$ cat config.mk
export PLATFORM = sky130hd
export DESIGN_NAME = ifm_fetch_flat
export DESIGN_NICKNAME = d
export VERILOG_FILES = /design/src/rtl/ifm_fetch_if.sv /design/src/rtl/ifm_fetch.sv /design/src/flat_wrapper.sv
export SDC_FILE = /design/constraint.sdc
export NUM_CORES = 1
export LEC_CHECK = 0
export BUFFER_PORTS_ARGS = -buffer_cell sky130_fd_sc_hd__buf_2
export CORE_UTILIZATION = 60
export DETAILED_ROUTE_END_ITERATION = 6
export PLACE_DENSITY = 0.77
export SYNTH_ARGS = -nofsm -noshare
export SYNTH_HDL_FRONTEND = slang
export SYNTH_SLANG_ARGS = --single-unit
$ cat constraint.sdc
create_clock -name clk -period 8.9 [get_ports clk]
set_input_delay 2.67 -clock clk [delete_from_list [all_inputs] [get_ports clk]]
set_output_delay 2.67 -clock clk [all_outputs]
set_load 0.02 [all_outputs]
$ cat src/rtl/ifm_fetch_if.sv
// Command, AXI-style read and output-stream signals of the input-buffer fetch master.
// master: the fetch block side; slave: the command source / bus slave / consumer side.
interface ifm_fetch_if #(
    parameter int DW = 32,
    parameter int AW = 32
);
    logic          cmd_valid;
    logic          cmd_ready;
    logic [AW-1:0] cmd_addr;
    logic [15:0]   cmd_len;

    logic [AW-1:0] araddr;
    logic          arvalid;
    logic [3:0]    arburst;
    logic          arready;
    logic [DW-1:0] rdata;
    logic          rvalid;
    logic          rlast;

    logic          out_valid;
    logic          out_ready;
    logic [DW-1:0] out_data;

    modport master (
        input  cmd_valid, cmd_addr, cmd_len,
        output cmd_ready,
        output araddr, arvalid, arburst,
        input  arready, rdata, rvalid, rlast,
        output out_valid, out_data,
        input  out_ready
    );

    modport slave (
        output cmd_valid, cmd_addr, cmd_len,
        input  cmd_ready,
        input  araddr, arvalid, arburst,
        output arready, rdata, rvalid, rlast,
        input  out_valid, out_data,
        output out_ready
    );
endinterface

$ cat src/rtl/ifm_fetch.sv
// Input-buffer fetch master: splits a (word address, word count) command into
// fixed BL-word read bursts, issues a burst only when the FIFO can absorb it
// (the slave has no rready), and streams the words out of a FWFT FIFO.
// Optional checker: define IFM_FETCH_CHK_EN to enable the sticky err flag.
module ifm_fetch #(
    parameter int DW         = 32,
    parameter int AW         = 32,
    parameter int BURST_LOG  = 3,
    parameter int FIFO_DEPTH = 32
) (
    input  logic         clk,
    input  logic         rst_n,
    ifm_fetch_if.master  bus,
    output logic         busy,
    output logic         done,
    output logic         err
);

    localparam int BL = 1 << BURST_LOG;
    localparam int PW = $clog2(FIFO_DEPTH);
    localparam int CW = PW + 1;

    typedef enum logic [1:0] {
        IDLE,
        ISSUE,
        WAIT
    } state_t;

    state_t state, state_nxt;

    logic [AW-1:0] addr_q;
    logic [15:0]   len_q;
    logic [15:0]   rcv_q;
    logic [15:0]   rcv_upd;
    logic [AW-1:0] araddr_q;
    logic          arvalid_q;
    logic          done_q;

    logic [DW-1:0] mem [FIFO_DEPTH];
    logic [PW-1:0] wr_ptr;
    logic [PW-1:0] rd_ptr;
    logic [CW-1:0] count;

    logic cmd_take;
    logic issue_fire;
    logic beat_keep;
    logic cmd_finish;
    logic free_ok;
    logic fifo_full;
    logic push;
    logic pop;

    assign free_ok   = (int'(count) + BL) <= FIFO_DEPTH;
    assign fifo_full = (count == CW'(FIFO_DEPTH));
    assign pop       = (count != '0) && bus.out_ready;
    assign push      = beat_keep && (!fifo_full || pop);

    assign bus.cmd_ready = (state == IDLE);
    assign bus.arvalid   = arvalid_q;
    assign bus.araddr    = araddr_q;
    assign bus.arburst   = 4'(BURST_LOG);
    assign bus.out_valid = (count != '0);
    assign bus.out_data  = (count != '0) ? mem[rd_ptr] : '0;
    assign busy          = (state != IDLE);
    assign done          = done_q;

    // State register.
    always_ff @(posedge clk) begin
        if (!rst_n) state <= IDLE;
        else        state <= state_nxt;
    end

    // Next-state and per-cycle control decisions.
    always_comb begin
        state_nxt  = state;
        cmd_take   = 1'b0;
        issue_fire = 1'b0;
        beat_keep  = 1'b0;
        cmd_finish = 1'b0;
        rcv_upd    = rcv_q;
        case (state)
            IDLE: begin
                if (bus.cmd_valid) begin
                    cmd_take = 1'b1;
                    if (bus.cmd_len != '0) state_nxt = ISSUE;
                end
            end
            ISSUE: begin
                if (bus.arready && free_ok) begin
                    issue_fire = 1'b1;
                    state_nxt  = WAIT;
                end
            end
            WAIT: begin
                beat_keep = bus.rvalid && (rcv_q < len_q);
                if (beat_keep) rcv_upd = rcv_q + 16'd1;
                // A beat arriving together with rlast is counted before deciding
                // whether another burst is needed.
                if (bus.rlast) begin
                    if (rcv_upd >= len_q) begin
                        cmd_finish = 1'b1;
                        state_nxt  = IDLE;
                    end else begin
                        state_nxt  = ISSUE;
                    end
                end
            end
            default: state_nxt = IDLE;
        endcase
    end

    // Command registers, burst address generation and registered pulses.
    always_ff @(posedge clk) begin
        if (!rst_n) begin
            addr_q    <= '0;
            len_q     <= '0;
            rcv_q     <= '0;
            araddr_q  <= '0;
            arvalid_q <= 1'b0;
            done_q    <= 1'b0;
        end else begin
            arvalid_q <= issue_fire;
            done_q    <= (cmd_take && (bus.cmd_len == '0)) || cmd_finish;
            if (cmd_take) begin
                addr_q <= bus.cmd_addr;
                len_q  <= bus.cmd_len;
                rcv_q  <= '0;
            end
            if (issue_fire) begin
                araddr_q <= addr_q;
                addr_q   <= addr_q + AW'(BL);
            end
            if (beat_keep) rcv_q <= rcv_upd;
        end
    end

    // FIFO storage write.
    always_ff @(posedge clk) begin
        if (push) mem[wr_ptr] <= bus.rdata;
    end

    // FIFO pointers and occupancy.
    always_ff @(posedge clk) begin
        if (!rst_n) begin
            wr_ptr <= '0;
            rd_ptr <= '0;
            count  <= '0;
        end else begin
            if (push) wr_ptr <= wr_ptr + PW'(1);
            if (pop)  rd_ptr <= rd_ptr + PW'(1);
            case ({push, pop})
                2'b10:   count <= count + CW'(1);
                2'b01:   count <= count - CW'(1);
                default: count <= count;
            endcase
        end
    end

`ifdef IFM_FETCH_CHK_EN
    localparam int BW = BURST_LOG + 1;

    logic          err_q;
    logic [BW-1:0] beat_cnt;
    logic          beat_over;

    assign beat_over = (state == WAIT) && bus.rvalid && (beat_cnt == BW'(BL));
    assign err       = err_q;

    // Sticky protocol checker: overflow drop, stray beat, over-long burst.
    always_ff @(posedge clk) begin
        if (!rst_n) begin
            err_q    <= 1'b0;
            beat_cnt <= '0;
        end else begin
            if (issue_fire) beat_cnt <= '0;
            else if ((state == WAIT) && bus.rvalid && !beat_over) beat_cnt <= beat_cnt + BW'(1);
            if ((beat_keep && fifo_full && !pop) ||
                (bus.rvalid && (state != WAIT)) ||
                beat_over)
                err_q <= 1'b1;
        end
    end
`else
    assign err = 1'b0;
`endif

endmodule
$ cat src/flat_wrapper.sv
// flat-port wrapper written by rule: the top's interface ports become plain ports
module ifm_fetch_flat 
#(
    parameter int DW         = 32,
    parameter int AW         = 32,
    parameter int BURST_LOG  = 3,
    parameter int FIFO_DEPTH = 32
)
  (clk, rst_n, busy, done, err, bus_cmd_valid, bus_cmd_addr, bus_cmd_len, bus_cmd_ready, bus_araddr, bus_arvalid, bus_arburst, bus_arready, bus_rdata, bus_rvalid, bus_rlast, bus_out_valid, bus_out_data, bus_out_ready);
  ifm_fetch_if #(.DW(DW), .AW(AW)) bus_i ();
  input  logic clk;
  input  logic rst_n;
  output logic busy;
  output logic done;
  output logic err;
  input wire logic [$bits(bus_i.cmd_valid)-1:0] bus_cmd_valid;
  input wire logic [$bits(bus_i.cmd_addr)-1:0] bus_cmd_addr;
  input wire logic [$bits(bus_i.cmd_len)-1:0] bus_cmd_len;
  output wire logic [$bits(bus_i.cmd_ready)-1:0] bus_cmd_ready;
  output wire logic [$bits(bus_i.araddr)-1:0] bus_araddr;
  output wire logic [$bits(bus_i.arvalid)-1:0] bus_arvalid;
  output wire logic [$bits(bus_i.arburst)-1:0] bus_arburst;
  input wire logic [$bits(bus_i.arready)-1:0] bus_arready;
  input wire logic [$bits(bus_i.rdata)-1:0] bus_rdata;
  input wire logic [$bits(bus_i.rvalid)-1:0] bus_rvalid;
  input wire logic [$bits(bus_i.rlast)-1:0] bus_rlast;
  output wire logic [$bits(bus_i.out_valid)-1:0] bus_out_valid;
  output wire logic [$bits(bus_i.out_data)-1:0] bus_out_data;
  input wire logic [$bits(bus_i.out_ready)-1:0] bus_out_ready;
  assign bus_i.cmd_valid = bus_cmd_valid;
  assign bus_i.cmd_addr = bus_cmd_addr;
  assign bus_i.cmd_len = bus_cmd_len;
  assign bus_cmd_ready = bus_i.cmd_ready;
  assign bus_araddr = bus_i.araddr;
  assign bus_arvalid = bus_i.arvalid;
  assign bus_arburst = bus_i.arburst;
  assign bus_i.arready = bus_arready;
  assign bus_i.rdata = bus_rdata;
  assign bus_i.rvalid = bus_rvalid;
  assign bus_i.rlast = bus_rlast;
  assign bus_out_valid = bus_i.out_valid;
  assign bus_out_data = bus_i.out_data;
  assign bus_i.out_ready = bus_out_ready;
  ifm_fetch #(.DW(DW), .AW(AW), .BURST_LOG(BURST_LOG), .FIFO_DEPTH(FIFO_DEPTH)) u_core (.clk(clk), .rst_n(rst_n), .bus(bus_i), .busy(busy), .done(done), .err(err));
endmodule
==> impl_metrics.csv, run 1 <==
group,metric,value,unit
synthesis,synthCells,2371,
timing,fin_skew,58.6,ps
floorplan,die_h,277,um
clock_network,root_buffer,"clkbuf_16",
timing,drv_slew,0,
global_route,track_usage,0.290,
placement,gp_congestion,0.850,
drt,first_pass_iters,6,
global_route,grt_max_degree,105,
drt,via_per_inst,6.70,
global_route,grt_overflow,0,
floorplan,coreArea,74700,um^2
synthesis,yosys_warnings,0,
timing,finalCriticalPeriod,6620,ps
synthesis,synth_edf_count,1024,
placement,place_ws,2800,ps
synthesis,ys_types,60,
clock_network,clkLatencyLatePin,710,ps
clock_network,cts_tree,"yes",
drt,drt-wirelength-per-cell,30.3,um
synthesis,avgSynthCellArea,19.1,um^2
cells_and_area,final_core_utilization,0.685,
cells_and_area,multi_input_area,11800,um^2
power_and_ir_drop,p_int,9.81,mW
synthesis,synth.top_cell.area_share,0.677,
critical_path,cp_max_fo,104,
synthesis,yosysTopAreaCell,"edfxtp_1",
clock_network,clk_pin_slew,60,ps
cells_and_area,drive_gt1_frac,0.282,
placement,hpwlAfterDp,56800,um
power_and_ir_drop,leakagePower,16.2,nW
synthesis,synth_compound_area_frac,0.0253,
power_and_ir_drop,p_seq_frac,0.449,
clock_network,numCtsBuffers,109,
clock_network,hold_buffers,0,
floorplan,rows,100,
critical_path,end_kind,"output pin",
cells_and_area,design_area,51200,um^2
drt,postRouteAntennaNets,0,
drt,vias,24200,
critical_path,cp.arrival,3950,ps
timing,tns,0,ps
clock_network,cts.htree.levels,3,
hold_path,hp-class,"reg -> reg",
critical_path,start_kind,"register",
floorplan,dieArea,76800,um^2
cells_and_area,area_growth,12.8,%
timing,worstMarginPinSlew,1150,ps
synthesis,synth_top_family_by_area,"multiplexers",
timing,finalSetupViolCount,0,
synthesis,synth_seq_cells,1145,
synthesis,netlist_area,45400,um^2
synthesis,yosys.area_share.xor_xnor,0.00424,
timing,final_hold_viol_count,0,
synthesis,synth.area.top_cells,"edfxtp_1, mux4_2, dfxtp_1, nand2_1, ha_1",
power_and_ir_drop,ir_drop,0.316,mV
clock_network,clock_path_buffers,3,
clock_network,post_cts_resize_count,0,
global_route,grt_pass1_wl,161000,um
hold_path,hold_depth,2,
drt,drtIter0Drc,3174,
cells_and_area,ff_latch_area,33200,um^2
drt,drcViolationCount,0,
global_route,antenna_found_initial,5,
floorplan,io_pins,161,
timing,final.period_utilization,0.744,
synthesis,synth_ff_type,"edfxtp_1",
synthesis,synthMuxAreaShare,0.169,
synthesis,synth_fa_ha_area_frac,0.0123,
timing,grt_setup_unrepaired,"false",
floorplan,die_w,277,um
floorplan,initial_core_util,0.608,
power_and_ir_drop,powerDensity,262,nW/um^2
power_and_ir_drop,p_total,13.4,mW
drt,wirelength,109000,um
timing,slew_headroom,0.231,
timing,max_freq,151,MHz
cells_and_area,layout.nets,2683,
outcome,status,"completed",
placement,placed_cell_area,47600,um^2
placement,port_buffers,155,
power_and_ir_drop,comb_power_share,0.202,
critical_path,path_class,"reg -> out",
synthesis,seq_area_frac_synth,0.731,
job,maxCapViolations,0,
synthesis,async_flop_share,0,
global_route,grt_pass1_vias,24800,
clock_network,clock_sinks,1145,
power_and_ir_drop,p_sw_frac,0.269,
power_and_ir_drop,p_switching,3.61,mW
critical_path,worstPathRequired,6230,ps
synthesis,synth-simple-area-share,0.0430,
timing,setup_ws,2280,ps
power_and_ir_drop,clkPwrFrac,0.350,
clock_network,post-cts-setup-buffers,0,
critical_path,ff2ff_path_depth,8,
cells_and_area,fillers,4455,
[power by group through the flow]
| stage | logic, mW | registers [mW] | clock network (mW) |
|---|---|---|---|
| 6_report | 2.70 | 6.02 | 4.69 |
| 5_1_grt | 2.87 | 6.04 | 4.93 |
| 4_1_cts | 2.73 | 6.03 | 4.73 |
| 3_5_place_dp | 2.68 | 6.14 | 0 |
| 3_3_place_gp | 2.63 | 6.14 | 0 |
| 2_1_floorplan | 1.98 | 6.05 | 0 |
[final cells by class]
cell class / count / share of cell area
well taps: 969 / 0.0237
diodes: 2 / 0.0000978
repair buffers: 205 / 0.0237
inverters: 34 / 0.00249
clock inverters: 69 / 0.0149
multi-input cells: 1057 / 0.231
flip-flops and latches: 1145 / 0.648
clock buffers: 136 / 0.0559
[routing by layer]
layer	vias up	share of wire	global-route usage
met5	-	0.000082	0
met4	2	0.035	0.111
met3	242	0.085	0.0491
met2	1497	0.51	0.484
met1	12500	0.37	0.388
li1	9972	-	-
[critical path: stages (launching register included)]
cell     delay [ps]
dfxtp_4        1020
buf_12          550
mux4_2          420
mux4_2          520
mux2i_1         380
nor2_1           90
buf_2           200
[layout by cell type, fill, tap and decap left out, types with 6 or more instances in the layout]
cell type,netlist,routed
nor2_4,0,32
a21o_1,7,7
xor2_1,19,19
and3_1,9,9
a21oi_1,103,103
mux4_2,320,320
or3_1,17,17
nor4_1,7,7
a31oi_1,11,11
dfxtp_1,121,116
clkbuf_16,0,110
o21ai_0,30,30
nand2_1,158,158
mux2_2,6,6
edfxtp_1,1024,1024
clkinv_2,0,29
ha_1,43,43
buf_4,5,45
clkbuf_1,95,25
nor2_1,108,76
bufinv_16,0,13
inv_1,34,33
nand2b_1,9,9
nand3_1,46,46
clkinv_1,0,16
buf_2,8,155
and2_1,10,10
nand4_1,17,17
mux2i_1,42,42
nor3_1,19,17
[kinds of logic (layout without fill, tap and decap cells)]
| logic type | after synthesis | count (layout) |
|---|---|---|
| DFF | 1145 | 1145 |
| muxes | 368 | 368 |
| buffers and inverters | 172 | 444 |
| other | 2 | 7 |
| xor gates and xnor gates | 22 | 22 |
| adders and majority gates | 44 | 44 |
| and+or+nand+nor | 424 | 424 |
| AOI/OAI and AO/OA | 194 | 194 |
[registers in the layout, indices dropped and copies added, names as in the netlist, named ones only]
name and count:
u_core.addr_q 32, u_core.done 1, u_core.bus.arvalid 1, u_core.wr_ptr 5
u_core.state 2, u_core.mem 1024, u_core.rd_ptr 5, u_core.len_q 16
u_core.count 6, u_core.bus.araddr 32, u_core.rcv_q 16
[worst paths after layout]
| check | startpoint | end | slack [ps] |
|---|---|---|---|
| min reg2reg | u_core.bus.araddr[10]$_SDFFE_PN0P_ | u_core.bus.araddr[10]$_SDFFE_PN0P_ | 450 |
| min | u_core.bus.araddr[10]$_SDFFE_PN0P_ | u_core.bus.araddr[10]$_SDFFE_PN0P_ | 450 |
| max | register | bus_out_data[21] | 2280 |
| max reg2reg | u_core.rcv_q[1]$_SDFFE_PN0P_ | u_core.mem[18][7]$_DFFE_PP_ | 4650 |
[per-stage QoR]
step / std cells / hold WS [ps]
floorplan: 2374 / 432
detailed placement: 3410 / 443
finish: 3617 / 452
global placement: 3410 / 441
global route: 3616 / 469
CTS: 3615 / 452
[Yosys cell counts, drive strengths merged (11+ instances only)]
master	n
nor2	108
clkbuf	95
dfxtp	121
buf	43
nand2	158
nand3	46
a21oi	103
inv	34
nor3	19
ha	43
or3	19
nand4	17
mux4	320
o21ai	30
xor2	19
edfxtp	1024
mux2i	42
a31oi	11
Power figures use the tool's default switching activity.
==> run 2, diff against run 1 <==
--- a/config.mk
+++ b/config.mk
@@ -6,9 +6,9 @@
 export NUM_CORES = 1
 export LEC_CHECK = 0
 export BUFFER_PORTS_ARGS = -buffer_cell sky130_fd_sc_hd__buf_2
-export CORE_UTILIZATION = 60
+export CORE_UTILIZATION = 56
 export DETAILED_ROUTE_END_ITERATION = 6
-export PLACE_DENSITY = 0.77
+export PLACE_DENSITY = 0.75
 export SYNTH_ARGS = -nofsm -noshare
 export SYNTH_HDL_FRONTEND = slang
 export SYNTH_SLANG_ARGS = --single-unit
==> constraint.sdc (replaced) <==
create_clock -name clk -period 5.4 [get_ports clk]
set_input_delay 1.62 -clock clk [delete_from_list [all_inputs] [get_ports clk]]
set_output_delay 1.62 -clock clk [all_outputs]
set_load 0.02 [all_outputs]
==> run 2 against run 1 <==
  * Worst hold slack is essentially flat
  * Critical path depth grew 1
  * Design area grew 1.3%
  * Critical endpoint is now bus_out_data[6]
==> impl_metrics.csv, run 2 (synthesized netlist as in run 1, its figures left out) <==
group,metric,value,unit
outcome,status,"completed",
placement,gp_congestion,0.902,
power_and_ir_drop,p_switching,5.91,mW
timing,worstMarginPinSlew,1080,ps
drt,postRouteAntennaNets,0,
floorplan,io_pins,161,
floorplan,coreArea,80400,um^2
power_and_ir_drop,p_seq_frac,0.448,
drt,drtIter0Drc,2535,
timing,max_freq,194,MHz
cells_and_area,layout.nets,2720,
clock_network,clock_path_buffers,3,
placement,placed_cell_area,48300,um^2
cells_and_area,largest_reg_flops,1024,
drt,wirelength,107000,um
timing,slew_headroom,0.277,
critical_path,start_kind,"register",
drt,first_pass_iters,5,
timing,fin_skew,29.9,ps
timing,grt_setup_unrepaired,"false",
global_route,track_usage,0.264,
power_and_ir_drop,comb_power_share,0.211,
global_route,grt_overflow,0,
cells_and_area,ff_latch_area,33200,um^2
floorplan,rows,104,
timing,drv_slew,0,
power_and_ir_drop,p_total,22.1,mW
drt,drt-wirelength-per-cell,28.5,um
critical_path,worstPathRequired,3780,ps
clock_network,clkLatencyLatePin,690,ps
critical_path,end_kind,"output pin",
drt,vias,23900,
cells_and_area,drive_gt1_frac,0.285,
cells_and_area,layout_commonest_cell,"edfxtp_1",
floorplan,die_h,287,um
global_route,grt_pass1_vias,24500,
floorplan,dieArea,82200,um^2
clock_network,root_buffer,"clkbuf_16",
drt,via_per_inst,6.38,
cells_and_area,fillers,5281,
critical_path,ff2ff_setup_slack,1210,ps
clock_network,numCtsBuffers,112,
clock_network,clock_sinks,1145,
clock_network,post_cts_resize_count,0,
clock_network,post-cts-setup-buffers,0,
cells_and_area,multi_input_area,11800,um^2
global_route,antenna_found_initial,5,
global_route,grt_pass1_wl,157000,um
floorplan,initial_core_util,0.565,
cells_and_area,design_area,51900,um^2
critical_path,cp_max_fo,27,
job,maxCapViolations,0,
timing,finalCriticalPeriod,5160,ps
timing,finalSetupViolCount,0,
timing,final_hold_viol_count,0,
power_and_ir_drop,ir_drop,0.348,mV
timing,tns,0,ps
power_and_ir_drop,p_int,16.1,mW
timing,final.period_utilization,0.955,
drt,drcViolationCount,0,
clock_network,cts_tree,"yes",
cells_and_area,area_growth,14.3,%
clock_network,clk_pin_slew,60,ps
global_route,grt_max_degree,58,
clock_network,cts.htree.levels,3,
critical_path,cp.arrival,3540,ps
cells_and_area,final_cell_mix,"edfxtp_1, mux4_2, nand2_1, buf_2, dfxtp_1",
power_and_ir_drop,clkPwrFrac,0.342,
hold_path,hp-class,"reg -> reg",
placement,hpwlAfterDp,59700,um
timing,fin_hold_ws,453,ps
power_and_ir_drop,leakagePower,16.4,nW
critical_path,path_class,"reg -> out",
clock_network,hold_buffers,0,
power_and_ir_drop,p_sw_frac,0.268,
power_and_ir_drop,powerDensity,425,nW/um^2
floorplan,die_w,287,um
placement,port_buffers,155,
cells_and_area,top_register,"u_core.mem",
==> run 2: cell count changes in the layout (fill, tap and decap cells not counted), moves of 4 or more <==
| cell | previous run | this run |
|---|---|---|
| bufinv_16 | 13 | 8 |
| clkinvlp_4 | 4 | 0 |
| clkinv_2 | 29 | 19 |
| clkbuf_1 | 25 | 33 |
| buf_12 | 5 | 36 |
| clkinv_1 | 16 | 26 |
==> run 2: per-stage QoR <==
step / utilization / worst slack [ps] / instances
6_report: 0.645 / 241 / 3747
5_1_grt: 0.645 / 99.1 / 3747
4_1_cts: 0.645 / 138 / 3744
3_5_place_dp: 0.601 / 864 / 3535
3_3_place_gp: 0.601 / 817 / 3535
2_1_floorplan: - / 736 / 2374
==> run 2: power by group through the flow <==
stage          logic, mW  registers, mW  clock network (mW)
2_1_floorplan       3.27           9.97                   0
3_3_place_gp        4.58           10.0                   0
3_5_place_dp        4.67           10.1                   0
4_1_cts             4.75           9.87                7.62
5_1_grt             4.98           9.88                7.93
6_report            4.65           9.87                7.54
==> run 2: cell type report <==
type | count | area share
diodes | 3 | 0.000145
clock buffers | 148 | 0.0572
clock inverters | 61 | 0.0110
inverters | 34 | 0.00246
multi-input cells | 1057 | 0.228
flip-flops and latches | 1145 | 0.640
well taps | 1060 | 0.0256
repair buffers | 239 | 0.0358
==> run 2: metal layers <==
layer	track usage	up-vias	wire (um)
met1	0.348	12400	40300
met3	0.0390	193	7870
met2	0.448	1246	55100
li1	-	10100	-
met4	0.101	0	3650
met5	0	-	0
==> run 2: path summary, 6_finish.rpt <==
path | startpoint | to | cells after the start
worst max-delay path | register | bus_out_data[6] | 7
worst min-delay path | u_core.bus.araddr[19]$_SDFFE_PN0P_ | u_core.bus.araddr[19]$_SDFFE_PN0P_ | 2
worst max register to register | u_core.rcv_q[15]$_SDFFE_PN0P_ | u_core.state[0]$_SDFFE_PN0P_ | 13
worst min register to register | u_core.bus.araddr[19]$_SDFFE_PN0P_ | u_core.bus.araddr[19]$_SDFFE_PN0P_ | 2
==> run 2: worst max-delay path, stage by stage, from the launching register on <==
cell and delay [ps]:
dfxtp_4 590, buf_12 310, buf_4 330, mux4_2 570
mux4_2 500, mux2i_1 270, nor2_1 80, buf_2 170
==> run 3, diff against run 2 <==
--- a/config.mk
+++ b/config.mk
@@ -8,7 +8,7 @@
 export BUFFER_PORTS_ARGS = -buffer_cell sky130_fd_sc_hd__buf_2
 export CORE_UTILIZATION = 56
 export DETAILED_ROUTE_END_ITERATION = 6
-export PLACE_DENSITY = 0.75
+export PLACE_DENSITY_LB_ADDON = 0.1
 export SYNTH_ARGS = -nofsm -noshare
 export SYNTH_HDL_FRONTEND = slang
 export SYNTH_SLANG_ARGS = --single-unit
==> run 3 against run 2 <==
  * Non-clock buffer count shrank 1
  * Sequential power hardly changed
  * Fmax shrank 0.60%
  * Count of clock-buffer cells in the layout fell by 15
  * Clock power is 0.8% higher
  * Setup slack worse by 31 ps
  * Sequential share of layout area decreased by 0.068 points
==> impl_metrics.csv, run 3 (synthesized netlist as in run 1, its figures left out) <==
group,metric,value,unit
global_route,met3_usage,0.0373,
drt,drt-wirelength-per-cell,28.8,um
cells_and_area,largest_reg_flops,1024,
clock_network,cts.htree.levels,3,
global_route,grt_pass1_wl,158000,um
clock_network,post-cts-setup-buffers,0,
power_and_ir_drop,leakagePower,16.5,nW
hold_path,hp-class,"reg -> reg",
drt,via_per_inst,6.38,
cells_and_area,layout_commonest_cell,"edfxtp_1",
clock_network,clock_path_buffers,3,
critical_path,end_kind,"output pin",
global_route,grt_overflow,0,
timing,fin_hold_ws,451,ps
timing,finalCriticalPeriod,5190,ps
critical_path,critical_path_buf_inv_count,2,
global_route,grt_busiest_layer,"met2",
critical_path,path_class,"reg -> out",
clock_network,cts_tree,"yes",
critical_path,crit_chain,"buf_12 -> mux4_2 -> mux4_2 -> mux2i_1 -> nor2_1 -> buf_2",
power_and_ir_drop,powerDensity,423,nW/um^2
clock_network,numCtsBuffers,114,
timing,grt_setup_unrepaired,"false",
drt,postRouteAntennaNets,0,
critical_path,cp_slowest_cell,"dfxtp_4",
floorplan,dieArea,82200,um^2
cells_and_area,layout.nets,2721,
timing,final_hold_viol_count,0,
cells_and_area,drive_gt1_frac,0.290,
job,maxCapViolations,0,
critical_path,cpLargestDelayFamily,"multiplexers",
global_route,track_usage,0.267,
timing,drv_slew,0,
cells_and_area,final_core_utilization,0.646,
clock_network,clkLatencyLatePin,700,ps
floorplan,die_h,287,um
placement,gp_congestion,0.877,
clock_network,hold_buffers,0,
cells_and_area,area_growth,14.4,%
clock_network,post_cts_resize_count,0,
drt,first_pass_iters,5,
power_and_ir_drop,ir_drop,0.379,mV
global_route,use_met2,0.417,
drt,vias,23900,
timing,worstMarginPinSlew,1170,ps
global_route,grtUsageMet1,0.403,
critical_path,cp_max_fo,28,
timing,final.period_utilization,0.961,
floorplan,die_w,287,um
outcome,status,"completed",
critical_path,max_stage_delay,670,ps
cells_and_area,top_register,"u_core.mem",
critical_path,cp.arrival,3570,ps
floorplan,initial_core_util,0.565,
critical_path,cpMostUsedCell,"mux4_2",
timing,tns,0,ps
floorplan,rows,104,
cells_and_area,final_cell_mix,"edfxtp_1, mux4_2, nand2_1, buf_2",
clock_network,root_buffer,"clkbuf_16",
critical_path,worstPathRequired,3780,ps
cells_and_area,design_area,51900,um^2
clock_network,clk_pin_slew,60,ps
global_route,antenna_found_initial,3,
timing,slew_headroom,0.216,
placement,port_buffers,155,
timing,finalSetupViolCount,0,
placement,placed_cell_area,48300,um^2
timing,fin_skew,33.1,ps
floorplan,coreArea,80400,um^2
floorplan,io_pins,161,
drt,drcViolationCount,0,
clock_network,clock_sinks,1145,
critical_path,start_kind,"register",
power_and_ir_drop,p_total,22.0,mW
timing,max_freq,193,MHz
global_route,grt_pass1_vias,23700,
drt,wirelength,108000,um
placement,hpwlAfterDp,57900,um
global_route,grt_max_degree,57,
drt,drtIter0Drc,2782,
-- run 3: stage by stage --
stage	std cells	setup WS [ps]
2_1_floorplan	2374	736
3_3_place_gp	3534	962
3_5_place_dp	3534	895
4_1_cts	3746	229
5_1_grt	3748	155
6_report	3748	210
-- run 3: area by class of cell --
class | count | area, um^2
Antenna cell | 2 | 5.00
Clock buffer | 133 | 2990
Timing Repair Buffer | 238 | 1850
Multi-Input combinational cell | 1057 | 11800
Clock inverter | 79 | 619
Fill cell | 5451 | 28500
Inverter | 34 | 128
Sequential cell | 1145 | 33200
Tap cell | 1060 | 1330
-- run 3: worst register-to-register path, stage by stage (launching register included) --
cell and delay, ps:
dfxtp_1 360, ha_1 350, nand4_1 190, or3_1 420, nor4_2 360, or3_1 180
buf_4 280, nand2_1 160, inv_1 180, ha_1 270, a211oi_1 330, o21bai_1 120
a21oi_1 180, nand2_1 70, mux2i_1 230, mux2i_1 220
-- run 3: worst paths after layout --
path	end	depth (start not counted)	slack (ps)	from
worst min register to register	u_core.bus.araddr[17]$_SDFFE_PN0P_	2	450	u_core.bus.araddr[17]$_SDFFE_PN0P_
worst max register to register	u_core.count[5]$_SDFFE_PN0P_	15	1420	u_core.rcv_q[15]$_SDFFE_PN0P_
worst min-delay path	u_core.bus.araddr[17]$_SDFFE_PN0P_	2	450	u_core.bus.araddr[17]$_SDFFE_PN0P_
worst max-delay path	bus_out_data[1]	6	210	register
-- run 3: power by group --
| group | total [mW] | internal [mW] | switching, mW |
|---|---|---|---|
| combinational | 4.48 | 2.13 | 2.35 |
| clock | 7.60 | 4.32 | 3.28 |
| sequential | 9.89 | 9.72 | 0.166 |
-- run 3: metal layers --
metal / part of all wire / vias to the layer above
met3: 0.076 / 134
met1: 0.43 / 12700
met5: 0.00012 / -
met4: 0.019 / 2
met2: 0.48 / 991
li1: - / 10100
